$ cat src/rtl/jts16_scrfetch.sv
// jts16_scrfetch
//   Row / column scroll fetch scheduler for the S16B tilemap path.
//   Reads the row-scroll table on each line start and the column-scroll table on
//   each 16-pixel column boundary through one shared text-RAM read port. The
//   fetched values replace the MMR scroll values. A layer whose enable is low
//   passes the MMR value through with one cycle of latency.
// Ports:
//   clk, rst_n               clock, synchronous active-low reset
//   hs, vrender              line-start strobe (rising edge) and line index
//   col_stb, col_idx         column boundary pulse and column index
//   rowscr*_en, colscr*_en   per-layer row / column scroll enables
//   scr*_hpos_in/vpos_in     MMR scroll values
//   ram_addr/cs/ok/data      text-RAM read port (request held until ram_ok)
//   scr*_hpos/vpos           effective scroll values
//   busy, col_ovf            FSM not idle; sticky lost-column-strobe flag
module jts16_scrfetch #(
  parameter logic [10:0] ROW_BASE = 11'h7A0,
  parameter logic [10:0] COL_BASE = 11'h7C0
) (
  input  logic        clk,
  input  logic        rst_n,
  input  logic        hs,
  input  logic [8:0]  vrender,
  input  logic        col_stb,
  input  logic [4:0]  col_idx,
  input  logic        rowscr1_en,
  input  logic        rowscr2_en,
  input  logic        colscr1_en,
  input  logic        colscr2_en,
  input  logic [15:0] scr1_hpos_in,
  input  logic [15:0] scr2_hpos_in,
  input  logic [15:0] scr1_vpos_in,
  input  logic [15:0] scr2_vpos_in,
  output logic [10:0] ram_addr,
  output logic        ram_cs,
  input  logic        ram_ok,
  input  logic [15:0] ram_data,
  output logic [15:0] scr1_hpos,
  output logic [15:0] scr2_hpos,
  output logic [15:0] scr1_vpos,
  output logic [15:0] scr2_vpos,
  output logic        busy,
  output logic        col_ovf
);

  typedef enum logic [2:0] {IDLE, ROW1, ROW2, COL1, COL2, GAP} state_t;
  // What GAP continues into: the second half of a sequence, or a new pick.
  typedef enum logic [1:0] {CONT_NONE, CONT_ROW2, CONT_COL2} cont_t;

  state_t      state;
  cont_t       cont;
  logic        hs_d;
  logic        row_pend;
  logic        col_pend;
  logic        seq_col;     // current sequence is a column fetch
  logic [4:0]  pend_idx;
  logic [4:0]  cur_col;
  logic [4:0]  row_idx;
  logic [15:0] row_buf1;
  logic [15:0] row_buf2;

  logic       row_trig;
  logic       decide;
  logic       start_row;
  logic       start_col;
  logic [4:0] start_idx;
  logic       done;
  logic       unused_bits;

  function automatic logic [10:0] taddr(input logic [10:0] base,
                                        input logic [4:0] idx,
                                        input logic layer);
    return base + {5'd0, idx, layer};
  endfunction

  assign row_trig  = hs & ~hs_d;
  // A new sequence may only be chosen from IDLE or from a GAP that ends one.
  assign decide    = (state == IDLE) || (state == GAP && cont == CONT_NONE);
  assign start_row = decide & (row_pend | row_trig);
  assign start_col = decide & ~start_row & (col_pend | col_stb);
  assign start_idx = col_pend ? pend_idx : col_idx;
  assign done      = ram_cs & ram_ok;
  assign busy      = (state != IDLE);
  assign unused_bits = ^{vrender[8], vrender[2:0]};

  always_ff @(posedge clk) begin
    if (!rst_n) begin
      state     <= IDLE;
      cont      <= CONT_NONE;
      hs_d      <= 1'b0;
      row_pend  <= 1'b0;
      col_pend  <= 1'b0;
      seq_col   <= 1'b0;
      pend_idx  <= 5'd0;
      cur_col   <= 5'd0;
      row_idx   <= 5'd0;
      row_buf1  <= 16'd0;
      row_buf2  <= 16'd0;
      ram_addr  <= 11'd0;
      ram_cs    <= 1'b0;
      scr1_hpos <= 16'd0;
      scr2_hpos <= 16'd0;
      scr1_vpos <= 16'd0;
      scr2_vpos <= 16'd0;
      col_ovf   <= 1'b0;
    end else begin
      hs_d <= hs;

      // Column request bookkeeping: a strobe not started now becomes pending;
      // a strobe landing on an unconsumed pending request is an overrun.
      col_pend <= (col_pend & ~start_col) | (col_stb & ~(start_col & ~col_pend));
      if (col_stb && !(start_col && !col_pend))
        pend_idx <= col_idx;
      if (col_stb && col_pend && !start_col)
        col_ovf <= 1'b1;

      if (start_row)
        row_pend <= 1'b0;
      else if (row_trig && state != IDLE && seq_col)
        row_pend <= 1'b1;

      case (state)
        IDLE, GAP: begin
          if (start_row) begin
            seq_col <= 1'b0;
            row_idx <= vrender[7:3];
            if (rowscr1_en) begin
              state    <= ROW1;
              ram_cs   <= 1'b1;
              ram_addr <= taddr(ROW_BASE, vrender[7:3], 1'b0);
            end else if (rowscr2_en) begin
              state    <= ROW2;
              ram_cs   <= 1'b1;
              ram_addr <= taddr(ROW_BASE, vrender[7:3], 1'b1);
            end else begin
              state <= IDLE;
            end
          end else if (start_col) begin
            seq_col <= 1'b1;
            cur_col <= start_idx;
            if (colscr1_en) begin
              state    <= COL1;
              ram_cs   <= 1'b1;
              ram_addr <= taddr(COL_BASE, start_idx, 1'b0);
            end else if (colscr2_en) begin
              state    <= COL2;
              ram_cs   <= 1'b1;
              ram_addr <= taddr(COL_BASE, start_idx, 1'b1);
            end else begin
              state <= IDLE;
            end
          end else if (state == GAP && cont == CONT_ROW2) begin
            state    <= ROW2;
            ram_cs   <= 1'b1;
            ram_addr <= taddr(ROW_BASE, row_idx, 1'b1);
          end else if (state == GAP && cont == CONT_COL2) begin
            state    <= COL2;
            ram_cs   <= 1'b1;
            ram_addr <= taddr(COL_BASE, cur_col, 1'b1);
          end else begin
            state <= IDLE;
          end
        end
        ROW1: if (done) begin
          row_buf1 <= ram_data;
          ram_cs   <= 1'b0;
          state    <= GAP;
          if (rowscr2_en) begin
            cont <= CONT_ROW2;
          end else begin
            // Last row fetch: commit both layers together.
            cont      <= CONT_NONE;
            scr1_hpos <= ram_data;
            scr2_hpos <= row_buf2;
          end
        end
        ROW2: if (done) begin
          row_buf2  <= ram_data;
          ram_cs    <= 1'b0;
          state     <= GAP;
          cont      <= CONT_NONE;
          scr1_hpos <= row_buf1;
          scr2_hpos <= ram_data;
        end
        COL1: if (done) begin
          scr1_vpos <= ram_data;
          ram_cs    <= 1'b0;
          state     <= GAP;
          cont      <= colscr2_en ? CONT_COL2 : CONT_NONE;
        end
        COL2: if (done) begin
          scr2_vpos <= ram_data;
          ram_cs    <= 1'b0;
          state     <= GAP;
          cont      <= CONT_NONE;
        end
        default: begin
          state  <= IDLE;
          ram_cs <= 1'b0;
        end
      endcase

      // Disabled layers track the MMR value every cycle, overriding any commit.
      if (!rowscr1_en) scr1_hpos <= scr1_hpos_in;
      if (!rowscr2_en) scr2_hpos <= scr2_hpos_in;
      if (!colscr1_en) scr1_vpos <= scr1_vpos_in;
      if (!colscr2_en) scr2_vpos <= scr2_vpos_in;
    end
  end

endmodule
$ cat config.mk
export PLATFORM = sky130hd
export DESIGN_NAME = jts16_scrfetch
export DESIGN_NICKNAME = d
export VERILOG_FILES = /design/src/rtl/jts16_scrfetch.sv
export SDC_FILE = /design/constraint.sdc
export NUM_CORES = 1
export LEC_CHECK = 0
export ABC_AREA = 1
export ABC_CLOCK_PERIOD_IN_PS = 2720
export BUFFER_PORTS_ARGS = -buffer_cell sky130_fd_sc_hd__buf_2
export CELL_PAD_IN_SITES_DETAIL_PLACEMENT = 2
export CELL_PAD_IN_SITES_GLOBAL_PLACEMENT = 2
export CORE_MARGIN = 10
export CORE_UTILIZATION = 24
export DETAILED_ROUTE_END_ITERATION = 8
export GPL_ROUTABILITY_DRIVEN = 0
export PLACE_DENSITY = 0.74
export SKIP_CTS_REPAIR_TIMING = 1
export SYNTH_ARGS = -nofsm -noshare
export SYNTH_HDL_FRONTEND = slang
export SYNTH_SLANG_ARGS = --single-unit
export TNS_END_PERCENT = 1
$ cat constraint.sdc
create_clock -name clk -period 2.72 [get_ports clk]
set_input_delay 0.272 -clock clk [delete_from_list [all_inputs] [get_ports clk]]
set_output_delay 0.272 -clock clk [all_outputs]
set_load 0.1 [all_outputs]
== After elaboration in Yosys (flattened, before gate mapping) ==
Cells that the tools add are included.
Cells by class
  bitwise operators: 17
  $lt $le $gt $ge: 0
  div/mod/pow operators: 0
  multiply operators: 0
  eq/ne operators: 26
  reductions and logical operators: 34
  muxes and demuxes: 49
  $add $sub $neg: 6
  shifts and indexed selects: 0
Operators with widths (count)
  $mux W16: 11
  $mux W11: 8
  $pmux W16 S2: 1
  $add A8 B7 Y9 const A: 3
  $add A7 B7 Y8 const A: 3
  $mux W3: 7
  $ne A2 B1 Y1 const B: 8
  $reduce_and A4 Y1: 4
  $mux W1: 12
  $mux W2: 6
  $ne A3 B3 Y1 const B: 4
  $reduce_and A2 Y1: 6
  $ne A5 B5 Y1 const B: 2
  $logic_and A1 B1 Y1: 9
  $and A1 B1 Y1: 8
  $ne A4 B4 Y1 const B: 2
  $eq A3 B2 Y1 const B: 2
  $eq A3 B3 Y1 const B: 2
  $not A1 Y1: 6
  $pmux W2 S3: 1
  $pmux W3 S2: 1
  $reduce_bool A3 Y1: 2
  $reduce_or A2 Y1: 3
  $mux W5: 1
  other kinds (15): 20
Storage, ports and cells
  bits in writable memories: 0
  word-level logic and storage cells: 149
  memories kept: 0
  register bits: 117
  output and inout port bits: 78
  latch bits: 0
  memory bits (read-only): 0
  bits of input ports: 103

== Logic depth before layout (Yosys ltp) ==
Gate-level depths: netlist of the first run.
  depth after elaboration: 11
  depth in mapped cells: 12
  depth with buffers taken out: 11

== Worst setup path before layout of the first run ==
No wires, ideal clock.
  path kind: register to register
  start: register ram_cs
  end: register scr2_vpos[12]
  path slack: 570 ps
  stages on the path, launching flop included: 8
  period minus slack after synthesis: 2150 ps
  setup time: 75 ps
  data arrival time: 2075 ps
  required time: 2645 ps
  path buffers: 1
  cells stage by stage: dfxtp_1 nand2_1 inv_1 a31oi_1 inv_1 clkbuf_1 o21ai_0 a31oi_1
On the way
  word-level cells in the longest chain between the ends: 3
Ends and longest elaborated chain
  start: declaration: line 35  | output logic ram_cs,
  start signal: assignment: line 100  | ram_cs <= 1'b0;
  start signal: assignment: line 129  | ram_cs <= 1'b1;
  start signal: assignment: line 133  | ram_cs <= 1'b1;
  $and A1 B1 Y1: line 82  | assign done = ram_cs & ram_ok;
  $ne A2 B1 Y1 (no source line)
  $reduce_and A2 Y1 (no source line)
  end signal: assignment: line 192  | scr2_vpos <= ram_data;
  end signal: assignment: line 207  | if (!colscr2_en) scr2_vpos <= scr2_vpos_in;
  end: declaration: line 41  | output logic [15:0] scr2_vpos,
No other way between the ends.
A chain may end at the register's enable or synchronous reset.

== Final worst setup path of the first run ==
  start: register state[1]
  end: register scr1_hpos[12]
On the way
  word-level cells in the longest chain between the ends: 3
  elaborated cells on any way between the ends: 9
  those cells by class: eq/ne: 6; mux: 2; reduce/logical: 1
Ends and longest elaborated chain
  start: declaration: line 50  | state_t state;
  start signal: assignment: line 88  | state <= IDLE;
  start signal: assignment: line 128  | state <= ROW1;
  start signal: assignment: line 132  | state <= ROW2;
  $eq A3 B2 Y1 / $eq A3 B1 Y1 (equally long branches): line 122  | case (state)
  $ne A3 B1 Y1 (no source line) (tied with other cells)
  $reduce_and A4 Y1 (no source line) / $mux W16 (equally long branches)
  end signal: assignment: line 173  | scr1_hpos <= ram_data;
  end signal: assignment: line 182  | scr1_hpos <= row_buf1;
  end signal: assignment: line 204  | if (!rowscr1_en) scr1_hpos <= scr1_hpos_in;
  end: declaration: line 38  | output logic [15:0] scr1_hpos,
Several ways; a longest one is shown, not always the timed one.

==> flow_summary.yaml, run 1 <==
placed_design:
  hpwl_um: 16400
  io_buffers: 176
  placed_area_mm2: 0.00629
timing:
  period_share_pct: 76.3
  fin_skew_ps: 7.96
  fin_crit_ps: 2070
  slew_headroom_pct: 62.0
  fin_setup_tns_ps: 0
  finalHoldViolCount: 0
  setup_viol: 0
  tightest_slew_ps: 567
  fmax_mhz: 482
  rsz0062_at_grt: "no"
  finalMaxSlewViolations: 0
clock_tree:
  insertion_delay_ps: 430
  root_buffer: "clkbuf_16"
  clk_pin_slew_ps: 60
  cts_tree: "yes"
  cts.path.max_buffers: 2
  cts_buffers: 17
  htree_levels: 4
  numClockSinks: 114
yosys:
  synth_ff_type: "dfxtp_1"
  synth-edff-count: 0
  synth_fp_nets: 857
  synthCells: 754
  yosysSeqAreaShare_pct: 43.8
  synthDistinctLibCells: 30
  ys_warn_count: 0
  avgSynthCellArea_um2: 6.91
  synth-seq-cells: 114
  syn-cell-area_mm2: 0.00521
  async_flop_share_pct: 0
floorplan:
  rows: 53
  initial_core_util_pct: 24.6
  die_w_um: 167
  coreArea_mm2: 0.0212
  ioPinCount: 181
  die_h_um: 167
  die-area_mm2: 0.0280
grt:
  antenna_found_initial: 6
  groute.usage.overall_pct: 16.2
  grt_pass1_vias: 6438
  grt_pass1_wl_um: 36100
  grt.overflow.total: 0
  grt_max_degree: 57
finish:
  final_area_mm2: 0.00690
  drive_gt1_share_pct: 26.7
  nets: 1015
  num-fill-cells: 2572
  multi_input_area_mm2: 0.00253
  regArea_mm2: 0.00228
  area_delta_synth_final_pct: 32.4
detailed_routing:
  drt_iter0_drc: 304
  num_vias: 5768
  wire_per_inst_um: 19.0
  drt_wl_total_um: 22800
  ant_nets: 0
  viasPerCell: 4.80
  firstDrtPassIters: 6
  drc: 0
worst_setup_path:
  cp-startpoint: "state[1]$_SDFFE_PN0N_"
  worstPathRequired_ps: 3040
  r2r-start: "state[1]$_SDFFE_PN0N_"
  path_class: "flop to flop"
  worst_ep_arrival_time_ps: 2400
  r2r_end: "scr1_hpos[12]$_SDFFE_PN0P_"
  critPathCapture: "scr1_hpos[12]$_SDFFE_PN0P_"
  crit_fanout: 30
  r2r_slack_ps: 650
  reg2reg_depth: 10
  end_kind: "flop"
  start_kind: "flop"
min_path:
  hold_class: "input port to flop"
power_and_ir_drop:
  power.leakage_nw: 3.30
  p_per_area_mw_per_mm2: 1020
  vdd_drop_max_v: 0.000317
run_status:
  outcome: "complete, no violations"
run:
  max_cap_violations: 0
[final cells by class]
class / count / area share, %
Multi-Input combinational cell: 548 / 36.6
Sequential cell: 114 / 33.1
Timing Repair Buffer: 188 / 14.1
Clock buffer: 21 / 6.96
Tap cell: 275 / 4.99
Inverter: 43 / 2.34
Clock inverter: 11 / 1.87
Antenna cell: 2 / 0.0725
[state kept, by name, indices dropped and copies added (netlist names)]
signal     count
col_ovf        1
col_pend       1
cont           2
cur_col        5
hs_d           1
pend_idx       5
ram_addr       8
ram_cs         1
row_buf1      16
row_idx        5
row_pend       1
scr1_hpos     16
scr1_vpos     16
scr2_hpos     16
scr2_vpos     16
seq_col        1
state          3
[cell usage after synthesis (all sizes together) (2+ instances only)]
library cell,count,share of area [%]
nor2,109,8.2
a21oi,23,2.2
o21ai,98,9.5
nand4,3,0.36
a211oi,2,0.29
a31oi,54,6.5
o211ai,16,2.4
dfxtp,114,44
nand2,219,16
clkinv,5,0.36
clkbuf,24,1.7
buf,25,2.9
nand3,20,2.2
inv,38,2.7
[stage by stage]
step	hold slack, ps	setup slack (ps)	std cells	total power [mW]	util, %
detailed placement	457	627	1168	4.73	29.6
global placement	435	670	1168	4.69	29.6
finish	70.7	645	1202	7.00	32.5
CTS	50.7	604	1200	7.10	32.5
global route	75.5	459	1201	7.41	32.5
floorplan	365	570	754	4.18	-
[kinds of logic (layout without fill, tap and decap cells)]
kind of cell / Yosys count / in the layout / synth area share [%]
compound gates: 194 / 194 / 21.0
simple gates: 354 / 354 / 27.5
flops: 114 / 114 / 43.8
buf+inv: 92 / 263 / 7.69
other cells: 0 / 2 / 0
[layer usage]
| metal | wire [µm] | vias up | share of wire, % | track usage, % |
|---|---|---|---|---|
| li1 | - | 2812 | - | - |
| met1 | 9660 | 2794 | 42 | 18.1 |
| met2 | 11100 | 131 | 49 | 27.5 |
| met3 | 1830 | 23 | 8.0 | 7.07 |
| met4 | 182 | 8 | 0.80 | 4.13 |
| met5 | 41 | - | 0.18 | 0 |
[worst min path at each step]
stage	from	slack, ps	endpoint	cells after the start
final	hs	70	hs_d$_SDFF_PN0_	3
after global placement	ram_addr[0]$_SDFFE_PN0P_	440	ram_addr[0]$_SDFFE_PN0P_	2
after detailed placement	cur_col[2]$_SDFFE_PN0P_	460	cur_col[2]$_SDFFE_PN0P_	2
after CTS	hs	50	hs_d$_SDFF_PN0_	3
after global routing	hs	80	hs_d$_SDFF_PN0_	3
after floorplan	hs	370	hs_d$_SDFF_PN0_	2
[critical path, cell delays in order (launching register included)]
cell      delay (ps)
dfxtp_1          430
inv_2             90
nor2_2           160
nand2_2          280
nand2_1          160
o211ai_2         110
nand2_1           80
buf_4            320
o211ai_1         180
nand2_1          100
nor2_1            40
[cell usage in the layout, fill, tap and decap left out, drive strengths merged]
cell,Yosys,routed
a211oi,2,2
a21oi,23,23
a31oi,54,54
and3,1,1
buf,25,188
bufinv,0,2
clkbuf,24,21
clkinv,5,9
clkinvlp,0,5
dfxtp,114,114
diode,0,2
inv,38,38
nand2,219,219
nand3,20,20
nand4,3,3
nor2,109,109
nor3,1,1
o211ai,16,16
o21a,1,1
o21ai,98,98
or2,1,1
[power breakdown]
group | switching, mW | internal (mW) | total (mW)
combinational | 2.13 | 0.504 | 2.64
clock | 0.883 | 1.45 | 2.33
sequential | 0.146 | 1.89 | 2.04
(Power assumes the default switching activity.)
==> run 2: changes to the inputs <==
Settings changed: ABC_AREA 1 to 0, ABC_CLOCK_PERIOD_IN_PS 2720 to 2050, PLACE_DENSITY 0.74 to 0.68.
Clock period 2.72 ns to 2.05 ns, I/O delays scaled along.
==> run 2 against run 1 <==
Compared with the run above:
- clock power up 25%
- first-iteration DRC count down 23%
- critical endpoint is now busy
- synthesized cell count down 20%
- wire length down 2.8%
- design area up 5.0%
- setup slack worse by 610 ps
- clock skew about the same
- highest routed layer unchanged
- combinational power up 66%
==> flow_summary.yaml, run 2 <==
run_status:
  outcome: "complete, no violations"
yosys:
  async_flop_share_pct: 0
  synth-edff-count: 0
  yosysMostFrequentCell: "dfxtp_1"
  yosysSeqAreaShare_pct: 42.4
  synthSimpleGateAreaFrac_pct: 15.9
  synth.cells.most_frequent: "dfxtp_1, mux2i_1, nor2_1, nand2_1, a211oi_1"
  yosys.area_share.xor_xnor_pct: 0.163
  avgSynthCellArea_um2: 8.89
  syn-cell-area_mm2: 0.00539
  yosys-top-cells-area: "dfxtp_1, mux2i_1, a211oi_1"
  synthDistinctLibCells: 53
  synthCells: 606
  synth_ff_type: "dfxtp_1"
  synth-seq-cells: 114
  yosysTopAreaCellShare_pct: 42.4
  synthAdderAreaFrac_pct: 0
  synth_compound_area_share_pct: 22.5
  synth_fp_nets: 709
  synthMuxAreaShare_pct: 13.9
  ys_warn_count: 0
  yosysTopAreaCell: "dfxtp_1"
  synth_top_family_by_area: "compound AO/OA/AOI/OAI gates"
floorplan:
  coreArea_mm2: 0.0220
  die_w_um: 170
  ioPinCount: 181
  initial_core_util_pct: 24.5
  die_h_um: 170
  die-area_mm2: 0.0288
  rows: 54
clock_tree:
  cts_tree: "yes"
  cts_buffers: 17
  htree_levels: 4
  insertion_delay_ps: 410
  numClockSinks: 114
  root_buffer: "clkbuf_16"
  cts.path.max_buffers: 2
  clk_pin_slew_ps: 50
finish:
  regArea_mm2: 0.00229
  final_common_cell: "buf_2"
  fin_util_pct: 33.0
  drive_gt1_share_pct: 32.2
  area_delta_synth_final_pct: 34.5
  stdcell_count: 1071
  multi_input_area_mm2: 0.00286
  num-fill-cells: 2474
  layout_common_cells: "buf_2, dfxtp_1, mux2i_1"
  nets: 880
timing:
  fin_skew_ps: 7.71
  fin_crit_ps: 2010
  period_share_pct: 98.1
  timing.final.ws_setup_ps: 38.8
  fin_setup_tns_ps: 0
  fmax_mhz: 497
  finalMaxSlewViolations: 0
  finalHoldViolCount: 0
  setup_viol: 0
  rsz0062_at_grt: "yes"
  slew_headroom_pct: 33.5
  tightest_slew_ps: 998
worst_setup_path:
  crit_family: "buffers and inverters"
  start_kind: "flop"
  worst_ep_arrival_time_ps: 1810
  cpPeakStageDelay_ps: 500
  worstPathRequired_ps: 1850
  r2r_end: "pend_idx[4]$_SDFFE_PN0P_"
  crit_fanout: 9
  cp_slowest_cell: "dfxtp_1"
  end_kind: "primary output"
  crit_buf_inv: 2
  path_class: "flop to primary output"
  cp_cell_sequence: "buf_4, nor2_1, nand2_1, buf_4"
  r2r_slack_ps: 130
  crit_top_cell: "buf_4"
  reg2reg_depth: 6
  r2r-start: "cont[1]$_SDFFE_PN0P_"
detailed_routing:
  num_vias: 5291
  drt_wl_total_um: 22200
  viasPerCell: 4.94
  drt_iter0_drc: 233
  wire_per_inst_um: 20.7
  firstDrtPassIters: 4
  drc: 0
  ant_nets: 0
power_and_ir_drop:
  power.leakage_nw: 3.22
  vdd_drop_max_v: 0.000639
  p_per_area_mw_per_mm2: 1380
grt:
  grt_pass1_vias: 6084
  grt.overflow.total: 0
  antenna_found_initial: 5
  grt_pass1_wl_um: 34900
  groute.usage.overall_pct: 15.4
  grt_max_degree: 87
min_path:
  min_path_cells: 2
  min-delay-start: "hs"
  min_to: "hs_d$_SDFF_PN0_"
  hold_class: "input port to flop"
placed_design:
  hpwl_um: 16700
  post-place-ws_ps: 66.0
  io_buffers: 176
  dp_cells: 1038
run:
  max_cap_violations: 0
[run 2: power by group]
group          leakage [nW]  internal [mW]  switching, mW
logic                  2.01           1.17           3.21
registers             0.941           2.54          0.209
clock network         0.273           1.85           1.06
total                  3.22           5.55           4.48
[run 2: worst max-delay path by stage]
stage	startpoint	endpoint	slack, ps	depth (start not counted)
after floorplan	state[0]$_SDFFE_PN0N_	cont[0]$_SDFFE_PN0P_	-80	7
after global placement	state[0]$_SDFFE_PN0N_	scr1_hpos[9]$_SDFFE_PN0P_	130	7
after detailed placement	state[0]$_SDFFE_PN0N_	scr1_hpos[15]$_SDFFE_PN0P_	70	7
after CTS	state[1]$_SDFFE_PN0N_	busy	-80	4
after global routing	state[1]$_SDFFE_PN0N_	busy	-50	4
final	state[1]$_SDFFE_PN0N_	busy	40	4
[run 2: logic make-up after synthesis]
kind of cell	after synthesis
simple gates	189
compound gates	168
flops	114
mux	75
buf+inv	59
xor+xnor	1
[run 2: worst reg2reg max path, stage by stage, from the launching register on]
cell and delay (ps):
dfxtp_2 360, and4bb_1 380, o21ai_1 130, buf_4 220
o31ai_4 400, mux2i_1 250, nor2_1 50
[run 2: metrics by stage]
step                area [µm²]  power [mW]  hold WS (ps)
finish                    7250        10.0          22.5
CTS                       7240        10.2          7.31
global route              7250        10.6          36.3
floorplan                 5390        6.06           327
detailed placement        6660        7.17           434
global placement          6660        7.03           429
[run 2: final cells by class]
class | instances | area share (%)
multi-input combinational | 433 | 39.4
inverter | 6 | 0.328
clock inverter | 9 | 1.47
tap | 280 | 4.84
clock buffer | 23 | 6.46
sequential | 114 | 31.6
timing repair buffer | 205 | 15.9
antenna | 1 | 0.0345
[run 2: routing by layer]
layer | routed length [µm] | part of all wire (%) | vias to the layer above | GRT usage (%)
li1 | - | - | 2528 | -
met1 | 8790 | 40 | 2587 | 16.5
met2 | 11300 | 51 | 136 | 27.2
met3 | 1740 | 7.8 | 32 | 6.22
met4 | 308 | 1.4 | 8 | 4.58
met5 | 61 | 0.27 | - | 0
